<file path="src/rtl/lane_block_pool_pkg.sv">
// Shared game constants and small types for the per-lane falling-block pool.
package lane_block_pool_pkg;

    // Playfield geometry shared with the rest of the game
    localparam int unsigned LBP_H_W      = 10;
    localparam int unsigned LBP_SPAWN_Y  = 120;
    localparam int unsigned LBP_BOTTOM_Y = 720;
    localparam int unsigned LBP_HIT_LO   = 600;
    localparam int unsigned LBP_HIT_HI   = 680;

    // Outcome of a key press in one cycle
    typedef enum logic [1:0] {
        HIT_NONE = 2'd0,
        HIT_OK   = 2'd1,
        HIT_BAD  = 2'd2
    } hit_res_e;

endpackage

</file>
<file path="src/rtl/lbp_hit_select.sv">
// Picks the live block deepest inside the hit window; ties resolve to the
// lowest slot index. Purely combinational.
module lbp_hit_select
    import lane_block_pool_pkg::*;
#(
    parameter int unsigned SLOTS  = 4,
    parameter int unsigned H_W    = LBP_H_W,
    parameter int unsigned HIT_LO = LBP_HIT_LO,
    parameter int unsigned HIT_HI = LBP_HIT_HI
)(
    input  logic [SLOTS*H_W-1:0] pos,
    input  logic [SLOTS-1:0]     valid,
    output logic [SLOTS-1:0]     sel,
    output logic                 found
);

    localparam logic [H_W-1:0] LO_H = H_W'(HIT_LO);
    localparam logic [H_W-1:0] HI_H = H_W'(HIT_HI);

    logic [H_W-1:0] cand_h_s;
    logic [H_W-1:0] best_h_s;
    logic [3:0]     best_idx_s;

    // Scan slots upward; strict greater-than keeps the lower index on a tie
    always_comb begin
        found      = 1'b0;
        best_h_s   = '0;
        best_idx_s = 4'd0;
        cand_h_s   = '0;
        for (int i = 0; i < SLOTS; i++) begin
            cand_h_s = pos[i*H_W +: H_W];
            if (valid[i] && (cand_h_s >= LO_H) && (cand_h_s <= HI_H) &&
                (!found || (cand_h_s > best_h_s))) begin
                found      = 1'b1;
                best_h_s   = cand_h_s;
                best_idx_s = 4'(i);
            end else begin
                found      = found;
                best_h_s   = best_h_s;
                best_idx_s = best_idx_s;
            end
        end
    end

    // Expand the winning index into a one-hot select
    always_comb begin
        sel = '0;
        for (int i = 0; i < SLOTS; i++) begin
            sel[i] = found && (best_idx_s == 4'(i));
        end
    end

endmodule

</file>
<file path="src/rtl/lane_block_pool.sv">
// One lane of falling note blocks: spawns on masked beats, moves every tick,
// resolves key presses against the hit window and reports misses.
module lane_block_pool
    import lane_block_pool_pkg::*;
#(
    parameter int unsigned SLOTS    = 4,
    parameter int unsigned H_W      = LBP_H_W,
    parameter int unsigned BEAT_W   = 7,
    parameter int unsigned SPAWN_Y  = LBP_SPAWN_Y,
    parameter int unsigned BOTTOM_Y = LBP_BOTTOM_Y,
    parameter int unsigned STEP     = 1,
    parameter int unsigned HIT_LO   = LBP_HIT_LO,
    parameter int unsigned HIT_HI   = LBP_HIT_HI,
    parameter logic [(2**BEAT_W)-1:0] SPAWN_MASK = '0
)(
    input  logic                 clk,
    input  logic                 rst_n,
    input  logic                 restart,
    input  logic                 stop_or_endgame,
    input  logic [BEAT_W-1:0]    beat_cnt,
    input  logic                 hit_req,
    output logic [SLOTS*H_W-1:0] block_h,
    output logic [SLOTS-1:0]     block_valid,
    output logic                 hit_ok,
    output logic                 hit_bad,
    output logic                 miss,
    output logic                 overflow
);

    // One extra bit on motion arithmetic so h+STEP can never wrap
    localparam logic [H_W:0]   STEP_X   = (H_W+1)'(STEP);
    localparam logic [H_W:0]   BOTTOM_X = (H_W+1)'(BOTTOM_Y);
    localparam logic [H_W-1:0] BOTTOM_H = H_W'(BOTTOM_Y);
    localparam logic [H_W-1:0] SPAWN_H  = H_W'(SPAWN_Y);

    logic [SLOTS*H_W-1:0] h_r;
    logic [SLOTS-1:0]     valid_r;
    logic [BEAT_W-1:0]    pre_beat_r;
    logic                 hit_ok_r;
    logic                 hit_bad_r;
    logic                 miss_r;
    logic                 overflow_r;

    logic                 beat_new_s;
    logic                 spawn_s;
    logic                 hit_go_s;
    logic [SLOTS-1:0]     hit_sel_s;
    logic                 hit_found_s;
    hit_res_e             hit_res_s;
    logic [SLOTS-1:0]     alloc_s;
    logic                 free_seen_s;
    logic                 any_free_s;
    logic [SLOTS*H_W-1:0] h_nxt_s;
    logic [SLOTS-1:0]     valid_nxt_s;
    logic [SLOTS-1:0]     expire_s;
    logic [H_W:0]         adv_s;

    lbp_hit_select #(
        .SLOTS  (SLOTS),
        .H_W    (H_W),
        .HIT_LO (HIT_LO),
        .HIT_HI (HIT_HI)
    ) u_hit_select (
        .pos   (h_r),
        .valid (valid_r),
        .sel   (hit_sel_s),
        .found (hit_found_s)
    );

    // Beat edge detect; a wrap to a smaller beat number is not a new beat
    always_comb begin
        beat_new_s = (beat_cnt > pre_beat_r);
        spawn_s    = beat_new_s && SPAWN_MASK[beat_cnt] && !stop_or_endgame;
        hit_go_s   = hit_req && !stop_or_endgame;
        any_free_s = |(~valid_r);
    end

    // Lowest slot that was already free when the cycle began
    always_comb begin
        alloc_s     = '0;
        free_seen_s = 1'b0;
        for (int i = 0; i < SLOTS; i++) begin
            if (!valid_r[i] && !free_seen_s) begin
                alloc_s[i]  = 1'b1;
                free_seen_s = 1'b1;
            end else begin
                alloc_s[i]  = 1'b0;
                free_seen_s = free_seen_s;
            end
        end
    end

    // Per-slot next state: freeze, hit clear, advance/expire, or spawn
    always_comb begin
        h_nxt_s     = h_r;
        valid_nxt_s = valid_r;
        expire_s    = '0;
        adv_s       = '0;
        for (int i = 0; i < SLOTS; i++) begin
            adv_s = {1'b0, h_r[i*H_W +: H_W]} + STEP_X;
            if (stop_or_endgame) begin
                h_nxt_s[i*H_W +: H_W] = h_r[i*H_W +: H_W];
                valid_nxt_s[i]        = valid_r[i];
            end else if (hit_go_s && hit_sel_s[i]) begin
                h_nxt_s[i*H_W +: H_W] = BOTTOM_H;
                valid_nxt_s[i]        = 1'b0;
            end else if (valid_r[i]) begin
                if (adv_s >= BOTTOM_X) begin
                    h_nxt_s[i*H_W +: H_W] = BOTTOM_H;
                    valid_nxt_s[i]        = 1'b0;
                    expire_s[i]           = 1'b1;
                end else begin
                    h_nxt_s[i*H_W +: H_W] = adv_s[H_W-1:0];
                    valid_nxt_s[i]        = 1'b1;
                end
            end else if (spawn_s && alloc_s[i]) begin
                h_nxt_s[i*H_W +: H_W] = SPAWN_H;
                valid_nxt_s[i]        = 1'b1;
            end else begin
                h_nxt_s[i*H_W +: H_W] = BOTTOM_H;
                valid_nxt_s[i]        = 1'b0;
            end
        end
    end

    // Classify this cycle's key press
    always_comb begin
        hit_res_s = HIT_NONE;
        if (hit_go_s) begin
            if (hit_found_s) begin
                hit_res_s = HIT_OK;
            end else begin
                hit_res_s = HIT_BAD;
            end
        end else begin
            hit_res_s = HIT_NONE;
        end
    end

    // State and event registers; restart clears the lane like a reset
    always_ff @(posedge clk or negedge rst_n) begin
        if (!rst_n) begin
            h_r        <= {SLOTS{BOTTOM_H}};
            valid_r    <= '0;
            pre_beat_r <= '0;
            hit_ok_r   <= 1'b0;
            hit_bad_r  <= 1'b0;
            miss_r     <= 1'b0;
            overflow_r <= 1'b0;
        end else if (restart) begin
            h_r        <= {SLOTS{BOTTOM_H}};
            valid_r    <= '0;
            pre_beat_r <= '0;
            hit_ok_r   <= 1'b0;
            hit_bad_r  <= 1'b0;
            miss_r     <= 1'b0;
            overflow_r <= 1'b0;
        end else begin
            h_r        <= h_nxt_s;
            valid_r    <= valid_nxt_s;
            pre_beat_r <= beat_cnt;
            miss_r     <= |expire_s;
            overflow_r <= overflow_r | (spawn_s && !any_free_s);
            case (hit_res_s)
                HIT_OK: begin
                    hit_ok_r  <= 1'b1;
                    hit_bad_r <= 1'b0;
                end
                HIT_BAD: begin
                    hit_ok_r  <= 1'b0;
                    hit_bad_r <= 1'b1;
                end
                default: begin
                    hit_ok_r  <= 1'b0;
                    hit_bad_r <= 1'b0;
                end
            endcase
        end
    end

    assign block_h     = h_r;
    assign block_valid = valid_r;
    assign hit_ok      = hit_ok_r;
    assign hit_bad     = hit_bad_r;
    assign miss        = miss_r;
    assign overflow    = overflow_r;

endmodule

</file>
<file path="config.mk">
export PLATFORM = sky130hd
export DESIGN_NAME = lane_block_pool
export DESIGN_NICKNAME = d
export VERILOG_FILES = /design/src/rtl/lane_block_pool_pkg.sv /design/src/rtl/lbp_hit_select.sv /design/src/rtl/lane_block_pool.sv
export SDC_FILE = /design/constraint.sdc
export NUM_CORES = 1
export LEC_CHECK = 0
export BUFFER_PORTS_ARGS = -buffer_cell sky130_fd_sc_hd__buf_2
export CAP_MARGIN = 20
export CORE_AREA = 10 10 139 77
export DETAILED_ROUTE_END_ITERATION = 16
export DIE_AREA = 0 0 149 87
export PLACE_DENSITY = 0.74
export SLEW_MARGIN = 10
export SYNTH_ARGS = -nofsm -noshare
export SYNTH_HDL_FRONTEND = slang
export SYNTH_SLANG_ARGS = --single-unit
</file>
<file path="constraint.sdc">
create_clock -name clk -period 10.1 [get_ports clk]
set_input_delay 2.02 -clock clk [delete_from_list [all_inputs] [get_ports clk]]
set_output_delay 2.02 -clock clk [all_outputs]
set_load 0.02 [all_outputs]
</file>
Word-level counts from Yosys, hierarchy flattened
Memory sizes are Yosys's and may differ from the RTL's.
Cells that the tools add are included.
- reductions and logical operators: 46
- magnitude comparators: 17
- muxes and demuxes: 84
- add/sub/neg operators: 4
- bitwise logic cells: 2
- equal/unequal tests: 6
- operator list (kind ; number):
    $mux W10 ; 23
    $mux W1 ; 54
    $add A10 B1 Y11 const B ; 4
    $ge A11 B10 Y1 const B ; 4
    $ge A10 B10 Y1 const B ; 4
    $le A10 B10 Y1 const B ; 4
    $mux W40 ; 1
    $gt A10 B10 Y1 ; 3
    $logic_and A1 B1 Y1 ; 30
    $logic_not A1 Y1 ; 10
    $lt A7 B8 Y1 const B ; 1
    $mux W2 ; 4
    $reduce_or A4 Y1 ; 2
    $gt A7 B7 Y1 ; 1
    $mux W7 ; 1
    $eq A2 B2 Y1 const B ; 3
    $eq A2 B1 Y1 const B ; 2
    $logic_not A4 Y1 ; 1
    $mux W4 ; 1
    $not A4 Y4 ; 1
    $logic_or A1 B1 Y1 ; 3
    $ne A2 B2 Y1 const B ; 1
    $or A1 B1 Y1 ; 1
- output and inout bits: 48
- memory bits (read-only): 128
- word-level logic and storage cells: 167
- input port bits: 12
- flip-flop bits (word level): 55
- memories kept: 1
- memory list (memory ; words ; bits a word ; rd ports ; clocked after memory_dff ; write ports ; line ; text):
    (no name shown) ; 128 ; 1 ; 1 ; 0 ; 0 ; lane_block_pool.sv:73 ; spawn_s = beat_new_s && SPAWN_MASK[beat_cnt] && !stop_or_endgame;

Depth between registers and ports, before layout
Gate-level depths: netlist of the first run.
- depth in word-level cells: 23
- gate-level depth with buffers: 31
- mapped depth without buffers: 26

Cells and area by module
A second synthesis of the first run with hierarchy kept.
- cell total of the unflattened synthesis: 502
- area, all modules: 4256.6 um^2
- modules (own cells, without submodules) (module ; seq. area each (um^2) ; area an instance (um^2) ; instances ; cells an instance):
    lane_block_pool ; 1196.1 ; 3054.2 ; 1 ; 342
    lbp_hit_select ; 0.0 ; 1202.4 ; 1 ; 160

Least setup slack after synthesis of the first run
Ideal clock, no wire load.
- path type: reg-to-reg
- from: reg h_r[7] (netlist: block_h[7])
- to: reg h_r[8] (netlist: block_h[8])
- library setup time: 0.124 ns
- required time: 9.976 ns
- data arrival time: 6.773 ns
- buffers on the path: 5
- stages on the path, launching flop included: 32
- slack: 3.203 ns
- cells stage by stage: dfstp_2 > buf_2 > xor2_1 > nand4b_1 > a311oi_2 > buf_2 > nand2_1 > ha_1 > and3_1 > a31oi_1 > a221o_1 > nand3_1 > clkbuf_1 > a21oi_1 > a31oi_1 > ha_1 > a21oi_1 > a211oi_1 > nor3_1 > a21boi_2 > or2_2 > buf_2 > mux2_2 > ha_1 > a21o_1 > a21o_1 > a2111oi_2 > o311ai_1 > o41ai_2 > buf_4 > nor2_1 > a211o_1
- word-level cells in the longest chain between the ends: 22
- elaborated cells on any way between the ends: 36
- those cells by class: add/sub: 1; order compare: 6; mux: 15; reduce/logical: 14
- ends and longest elaborated chain (element ; line ; text):
    start, declared ; lane_block_pool.sv:36 ; logic [SLOTS*H_W-1:0] h_r;
    start signal, assigned ; lane_block_pool.sv:143 ; h_r <= {SLOTS{BOTTOM_H}};
    start signal, assigned ; lane_block_pool.sv:151 ; h_r <= {SLOTS{BOTTOM_H}};
    start signal, assigned ; lane_block_pool.sv:159 ; h_r <= h_nxt_s;
    $ge A10 B10 Y1 ; lbp_hit_select.sv:32 ; if (valid[i] && (cand_h_s >= LO_H) && (cand_h_s <= HI_H) &&
    $logic_and A1 B1 Y1 (2 in series) ; lbp_hit_select.sv:32 ;
    $mux W10 or $mux W1 (tied branches) ; lbp_hit_select.sv:32 ;
    $gt A10 B10 Y1 or $logic_not A1 Y1 (tied branches) ; lbp_hit_select.sv:33 ; (!found || (cand_h_s > best_h_s))) begin
    $logic_or A1 B1 Y1 ; lbp_hit_select.sv:33 ;
    $logic_and A1 B1 Y1 ; lbp_hit_select.sv:32 ;
    $mux W10 or $mux W1 (tied branches) ; lbp_hit_select.sv:32 ;
    $gt A10 B10 Y1 or $logic_not A1 Y1 (tied branches) ; lbp_hit_select.sv:33 ;
    (+5 left out) ; -- ;
    $logic_and A1 B1 Y1 ; lbp_hit_select.sv:32 ;
    $mux W2 ; lbp_hit_select.sv:32 ;
    $logic_not A4 Y1 ; lbp_hit_select.sv:49 ; sel[i] = found && (best_idx_s == 4'(i));
    $logic_and A1 B1 Y1 ; lbp_hit_select.sv:49 ;
    $logic_and A1 B1 Y1 ; lane_block_pool.sv:104 ; end else if (hit_go_s && hit_sel_s[i]) begin
    $mux W10 * ; lane_block_pool.sv:104 ;
    $mux W10 * ; lane_block_pool.sv:101 ; if (stop_or_endgame) begin
    $mux W40 * ; lane_block_pool.sv:150 ; end else if (restart) begin
Mark *: on every way between the ends. The rest lies on a longest branch, timed or not. The select of a mux whose other input is x is not followed.
A chain may end at the register's enable or synchronous reset.

Worst setup path in the final report of the first run
- from: reg h_r[6] (netlist: block_h[6])
- to: reg h_r[26] (netlist: block_h[26])
- word-level cells in the longest chain between the ends: 22
- elaborated cells on any way between the ends: 32
- those cells by class: order compare: 5; eq/ne: 1; mux: 13; reduce/logical: 13
- ends and longest elaborated chain (element ; line):
    $ge A10 B10 Y1 ; lbp_hit_select.sv:32
    $logic_and A1 B1 Y1 (2 in series) ; lbp_hit_select.sv:32
    $mux W10 or $mux W1 (tied branches) ; lbp_hit_select.sv:32
    $gt A10 B10 Y1 or $logic_not A1 Y1 (tied branches) ; lbp_hit_select.sv:33
    $logic_or A1 B1 Y1 ; lbp_hit_select.sv:33
    $logic_and A1 B1 Y1 ; lbp_hit_select.sv:32
    $mux W10 or $mux W1 (tied branches) ; lbp_hit_select.sv:32
    $gt A10 B10 Y1 or $logic_not A1 Y1 (tied branches) ; lbp_hit_select.sv:33
    (+5 left out) ; --
    $logic_and A1 B1 Y1 ; lbp_hit_select.sv:32
    $mux W2 ; lbp_hit_select.sv:32
    $eq A2 B2 Y1 ; lbp_hit_select.sv:49
    $logic_and A1 B1 Y1 * ; lbp_hit_select.sv:49
    $logic_and A1 B1 Y1 * ; lane_block_pool.sv:104
    $mux W10 * ; lane_block_pool.sv:104
    $mux W10 * ; lane_block_pool.sv:101
    $mux W40 * ; lane_block_pool.sv:150
Marks and branches as above.

==> results of run 1 <==
## sequential cells by signal, summed over array words and instances (netlist names)
register,count
block_valid,4
hit_ok,1
hit_bad,1
block_h,40
miss,1
## power by group
group	switching [mW]	internal (mW)	leakage (nW)	total, mW
clock	0.0743	0.0915	0.0669	0.166
combinational	0.0116	0.00352	1.31	0.0151
sequential	0.0000426	0.189	0.601	0.189
## final cells by class
class,instances,area [µm²]
timing repair buffer,56,305.3
inverter,25,93.84
clock buffer,6,128.9
tap,117,146.4
multi-input combinational,416,2872
clock inverter,2,12.51
sequential,47,1196
fill,801,3654
## per-stage QoR
step / hold slack, ps / setup WS, ps / std cells / utilization [%]
after floorplan: 565.6 / 3203 / 523 / -
after global placement: 516.8 / 1746 / 659 / 54.40
after detailed placement: 523.6 / 1394 / 659 / 54.40
after CTS: 540.8 / 1344 / 667 / 56.09
after global routing: 581.7 / 942.3 / 669 / 56.55
final: 539.2 / 1376 / 669 / 56.55
## logic make-up (layout without fill, tap and decap cells)
kind of cell / count (synthesis) / after routing / share of synthesized area, %
XOR/XNOR: 2 / 2 / 0.4065
multiplexers: 17 / 17 / 4.325
flip-flops: 47 / 47 / 27.75
AO/OA/AOI/OAI: 151 / 151 / 25.69
buffers and inverters: 60 / 89 / 6.067
adder cells (fa/ha/maj): 38 / 38 / 11.03
AND/OR/NAND/NOR: 204 / 204 / 24.56
other: 2 / 4 / 0.1742
## critical path: stages, from the launching register on
cell,delay [ps]
dfstp_2,670
xor2_1,170
nand4b_1,150
a311oi_2,760
nand2_1,170
ha_1,360
and3_1,180
o21ai_0,250
a221o_1,240
nand3_1,320
nand2_1,300
mux2_2,390
ha_1,300
nand4_1,170
a211oi_1,250
nor3_1,90
a21boi_2,340
or2_2,300
mux2_2,380
ha_1,320
nand4_1,150
a211oi_1,290
a2111oi_2,100
o311ai_1,950
o21bai_1,230
buf_4,220
nand2_1,240
o221a_2,320
## worst max-delay path by stage
stage | to | slack (ps) | cells past startpoint
2_1_floorplan | block_h[8]$_DFFE_PN0P_ | 3200 | 31
3_3_place_gp | block_h[8]$_DFFE_PN0P_ | 1750 | 26
3_5_place_dp | block_h[5]$_DFFE_PN0P_ | 1390 | 26
4_1_cts | block_h[5]$_DFFE_PN0P_ | 1340 | 26
5_1_grt | block_h[5]$_DFFE_PN0P_ | 940 | 26
6_report | block_h[26]$_DFFE_PN1P_ | 1380 | 27
## metal layers
layer	vias up	share of wire [%]	track usage, %
li1	2021	-	-
met1	2120	48	29.85
met2	202	41	29.05
met3	14	10	5.342
met4	0	0.80	3.897
met5	-	0	0
## Yosys cell counts, drive strengths merged, types with 3 or more instances
cell,count
a211o,4
a211oi,7
a21o,8
a21oi,28
a221o,3
a22o,4
a311oi,6
a31oi,19
and2,3
and3,11
buf,23
clkbuf,12
dfrtp,31
dfstp,16
ha,38
inv,25
mux2,13
mux2i,4
nand2,55
nand2b,8
nand3,23
nand3b,4
nand4,14
nor2,37
nor2b,6
nor3,15
nor3b,3
nor4,6
o2111ai,3
o211ai,3
o21ai,23
o21bai,3
o22ai,3
o311ai,3
o41ai,5
or3,6
or4,4
==> impl_metrics.yaml, run 1 <==
pwr:
  ir_worst_vdd_mv: 0.06077
  p_leak_nw: 1.976
  total_power_uw: 369.6
  p_per_area_nw_per_um2: 77.74
yosys:
  synth_edf_count: 0
  syn_avg_cell_area_um2: 8.273
  synth_warnings: 0
  async_flop_share_pct: 100.0
  synth_top_area_share_pct: 18.00
  ys_ff_latch: 47
  syn_inst: 521
  synthDistinctLibCells: 80
  ys_seq_area_share_pct: 27.75
  synthTopCellsByArea: "dfrtp_1 (18%), ha_1 (11%), dfstp_2 (9.8%), nand2_1 (4.8%), mux2_2 (3.4%)"
  synthFlopType: "dfrtp_1"
  syn_area_um2: 4310
  synth_top_area_cell: "dfrtp_1"
routing:
  vias_per_cell: 6.513
  ant_nets: 0
  dr_total_vias: 4357
  first_iter_violations: 464
  drt_wl_total_um: 13310
  drt-pass1-iter-count: 5
  drc: 0
  wl_per_cell_um: 19.90
critical_path:
  ff2ff_setup_slack_ps: 1380
  arrival_ps: 8950
  worstSetupStartpointType: "register"
  cp.required_ps: 10330
  crit_start: "block_h[6]$_DFFE_PN1P_"
  cp_max_fo: 13
  r2r-start: "block_h[6]$_DFFE_PN1P_"
  worst-setup-path-type: "reg -> reg"
  rr_worst_depth: 27
  timing.rr.end: "block_h[26]$_DFFE_PN1P_"
  cp-end-kind: "register"
clock_tree:
  cts_max_level: 2
  post_cts_buffers: 0
  cts.sinks: 47
  post_cts_resized: 0
  clock_latency_ps: 300
  cts_buffers: 5
  clkTransAtPathRegs_ps: 60
  clockBufferDepth: 2
  ctsHoldBuffers: 0
  root_buffer: "clkbuf_16"
  cts_tree: "done"
status:
  status: "completed"
grt:
  track_usage_pct: 20.35
  grt_max_degree: 48
  grt_pass1_wl_um: 21730
  overflow: 0
  antenna_found_initial: 0
  grt_pass1_vias: 4150
finish:
  syn2layout_area_growth_pct: 10.30
  most-common-layout-cells: "nand2_1 (55), buf_2 (51), ha_1 (38)"
  finalInstanceArea_um2: 4755
  layout_commonest_cell: "nand2_1"
  antennaDiodeCount: 0
  nNetsFinal: 601
  drive_gt1_share_pct: 19.20
timing:
  tns_ps: 0
  finalHoldViolations: 0
  fin_skew_ps: 7.490
  slew_headroom_pct: 26.26
  fin_crit_sh_pct: 86.38
  period_needed_ps: 8724
  clock.fmax_mhz: 114.6
  tightest_slew_ps: 1089
  rsz0062_at_grt: "false"
  finalMaxSlewViolations: 0
  setup_violations: 0
floorplanning:
  start_util_pct: 51.26
  die_w_um: 149
  die_area_um2: 12960
  io_pins: 60
  fp-row-count: 24
  die_y_um: 87
  core_um2: 8408
worst_hold_path:
  min_path_type: "reg -> reg"
  hp-start: "block_valid[0]$_DFFE_PN0P_"
  holdPathEnd: "block_valid[0]$_DFFE_PN0P_"
  hold_depth: 2
placed_design:
  dp_hpwl_um: 9780
  routabilityCongestion: 0.9219
  io_buffers: 51
  detailed_place.area_um2: 4574
job:
  max_cap_viol_count: 0
Note: power is estimated with default switching activity, not from simulation.
==> inputs of run 2 (changes only) <==
--- a/config.mk
+++ b/config.mk
@@ -7,10 +7,11 @@
 export LEC_CHECK = 0
 export BUFFER_PORTS_ARGS = -buffer_cell sky130_fd_sc_hd__buf_2
 export CAP_MARGIN = 20
-export CORE_AREA = 10 10 139 77
+export CORE_AREA = 10 10 134 75
 export DETAILED_ROUTE_END_ITERATION = 16
-export DIE_AREA = 0 0 149 87
-export PLACE_DENSITY = 0.74
+export DIE_AREA = 0 0 144 85
+export PLACE_DENSITY = 0.78
+export REMOVE_ABC_BUFFERS = 1
 export SLEW_MARGIN = 10
 export SYNTH_ARGS = -nofsm -noshare
 export SYNTH_HDL_FRONTEND = slang
==> run 2 against run 1 <==
  * Combinational power about the same
  * Power down 1.2%
  * Count of clock-buffer cells in the layout unchanged
  * Clock power down 2%
  * Worst hold slack better by 13 ps
  * First-iteration DRC count up 11%
  * Sequential share of layout area up 0.24 points
  * Sequential power about the same
  * Via count up 1.8%
  * Wire length down 2.4%
  * Register-to-register slack better by 400 ps
  * Die area down 5.6%
  * Highest routed layer unchanged
==> impl_metrics.yaml, run 2 (synthesized netlist as in run 1, its figures left out) <==
critical_path:
  critPathTopFamily: "compound AO/OA/AOI/OAI gates"
  worstSetupStartpointType: "register"
  worst-setup-path-type: "reg -> reg"
  crit_cells: 26
  cp-end-kind: "register"
  cp_max_fo: 17
  cp.required_ps: 10300
  slowest_delay_ps: 890
  cp_common_cell: "ha_1"
  rr_worst_depth: 26
  critPathSlowestCell: "a211oi_2"
  arrival_ps: 8520
  crit_buf_inv: 0
pwr:
  p_per_area_nw_per_um2: 77.57
  p_comb_share_pct: 4.0
  pwr-share-seq_pct: 51.7
  ir_worst_vdd_mv: 0.05279
  intPower_uw: 281.6
  pwr-share-clk_pct: 44.3
  p_sw_uw: 83.73
  p_sw_share_pct: 22.92
  p_leak_nw: 1.969
placed_design:
  io_buffers: 51
  detailed_place.area_um2: 4553
  routabilityCongestion: 0.9664
  dp_hpwl_um: 9440
timing:
  tightest_slew_ps: 1063
  clock.fmax_mhz: 120.1
  slew_headroom_pct: 29.12
  finalMaxSlewViolations: 0
  fin_crit_sh_pct: 82.44
  setup_violations: 0
  period_needed_ps: 8326
  finalHoldViolations: 0
  fin_skew_ps: 3.587
  tns_ps: 0
  rsz0062_at_grt: "false"
floorplanning:
  start_util_pct: 55.68
  die_y_um: 85
  fp-row-count: 23
  core_um2: 7741
  die_w_um: 144
  io_pins: 60
  die_area_um2: 12240
clock_tree:
  clock_latency_ps: 290
  root_buffer: "clkbuf_16"
  cts_max_level: 2
  cts.sinks: 47
  post_cts_resized: 0
  clockBufferDepth: 2
  cts_tree: "done"
  cts_buffers: 5
  ctsHoldBuffers: 0
  post_cts_buffers: 0
  clkTransAtPathRegs_ps: 60
routing:
  first_iter_violations: 517
  wl_per_cell_um: 19.98
  drc: 0
  vias_per_cell: 6.823
  ant_nets: 0
  drt_wl_total_um: 12990
  drt-pass1-iter-count: 5
  dr_total_vias: 4435
status:
  status: "completed"
grt:
  overflow: 0
  antenna_found_initial: 0
  grt_pass1_vias: 4058
  grt_pass1_wl_um: 21040
  grt_max_degree: 48
  track_usage_pct: 20.82
worst_hold_path:
  hold_depth: 2
  min_path_type: "reg -> reg"
finish:
  multiInputGateArea_um2: 2860
  largest_register_ff_count: 40
  n_fill_cell: 691
  layout_commonest_cell: "nand2_1"
  most-common-layout-cells: "nand2_1 (55), buf_2 (51), ha_1 (38)"
  nNetsFinal: 601
  ff_latch_area_um2: 1196
  drive_gt1_share_pct: 18.91
  antennaDiodeCount: 0
  finalInstanceArea_um2: 4710
  syn2layout_area_growth_pct: 9.260
job:
  max_cap_viol_count: 0
[run 2: area by class of cell]
class | instances | area share, %
tap | 100 | 2.657
timing repair buffer | 56 | 6.482
sequential | 47 | 25.40
multi-input combinational | 416 | 60.73
inverter | 25 | 1.993
clock buffer | 6 | 2.736
[run 2: through the flow]
| step | instances | setup slack, ps | hold slack (ps) | utilization (%) | power, mW |
|---|---|---|---|---|---|
| finish | 650 | 1774 | 551.8 | 60.84 | 0.3653 |
| global route | 650 | 1193 | 582.8 | 60.84 | 0.3734 |
| CTS | 648 | 1649 | 549.8 | 60.48 | 0.3640 |
| detailed placement | 642 | 1701 | 533.6 | 58.82 | 0.2057 |
| global placement | 642 | 1968 | 526.0 | 58.82 | 0.2052 |
| floorplan | 488 | 2452 | 565.6 | - | 0.1976 |
[run 2: per-layer routing]
layer	share of wire [%]	up-vias	GRT usage, %
met5	0	-	0
met2	41	237	28.63
met4	1.1	0	4.793
met1	46	2153	30.23
li1	-	2021	-
met3	11	24	6.952
[run 2: worst paths after layout]
check,to,slack [ps],from
worst min-delay path,block_valid[2]$_DFFE_PN0P_,550,block_valid[2]$_DFFE_PN0P_
max in group asynchronous,block_h[29]$_DFFE_PN1P_,7870,rst_n
worst min register to register,block_valid[2]$_DFFE_PN0P_,550,block_valid[2]$_DFFE_PN0P_
worst max register to register,block_h[35]$_DFFE_PN0P_,1770,block_h[6]$_DFFE_PN1P_
min in group asynchronous,block_h[8]$_DFFE_PN0P_,1640,rst_n
worst max-delay path,block_h[35]$_DFFE_PN0P_,1770,block_h[6]$_DFFE_PN1P_
[run 2: power by group through the flow]
| stage | clock network [mW] | registers (mW) | logic (mW) |
|---|---|---|---|
| final | 0.162 | 0.189 | 0.0148 |
| after global placement | 0 | 0.192 | 0.0132 |
| after CTS | 0.162 | 0.189 | 0.0138 |
| after global routing | 0.168 | 0.189 | 0.0163 |
| after floorplan | 0 | 0.192 | 0.00535 |
| after detailed placement | 0 | 0.192 | 0.0137 |
[run 2: worst register-to-register path, cell delays in order, from the launching register on]
cell       delay [ps]
dfstp_2           670
xor2_1            170
nand4b_1          130
a311oi_2          760
nand2_1           170
ha_1              380
nand4_1           180
nor3_1            210
o2bb2ai_1         150
nand3_1           340
nand2_1           300
mux2_2            380
ha_1              300
a211oi_1          280
nor2_1             90
nor3_1            240
a21boi_2          150
or2_2             420
mux2_2            310
ha_1              300
a21o_1            160
a21o_1            170
a2111oi_2         440
o32ai_1           230
a211oi_2          890
o21ai_0           200
a31oi_1           220
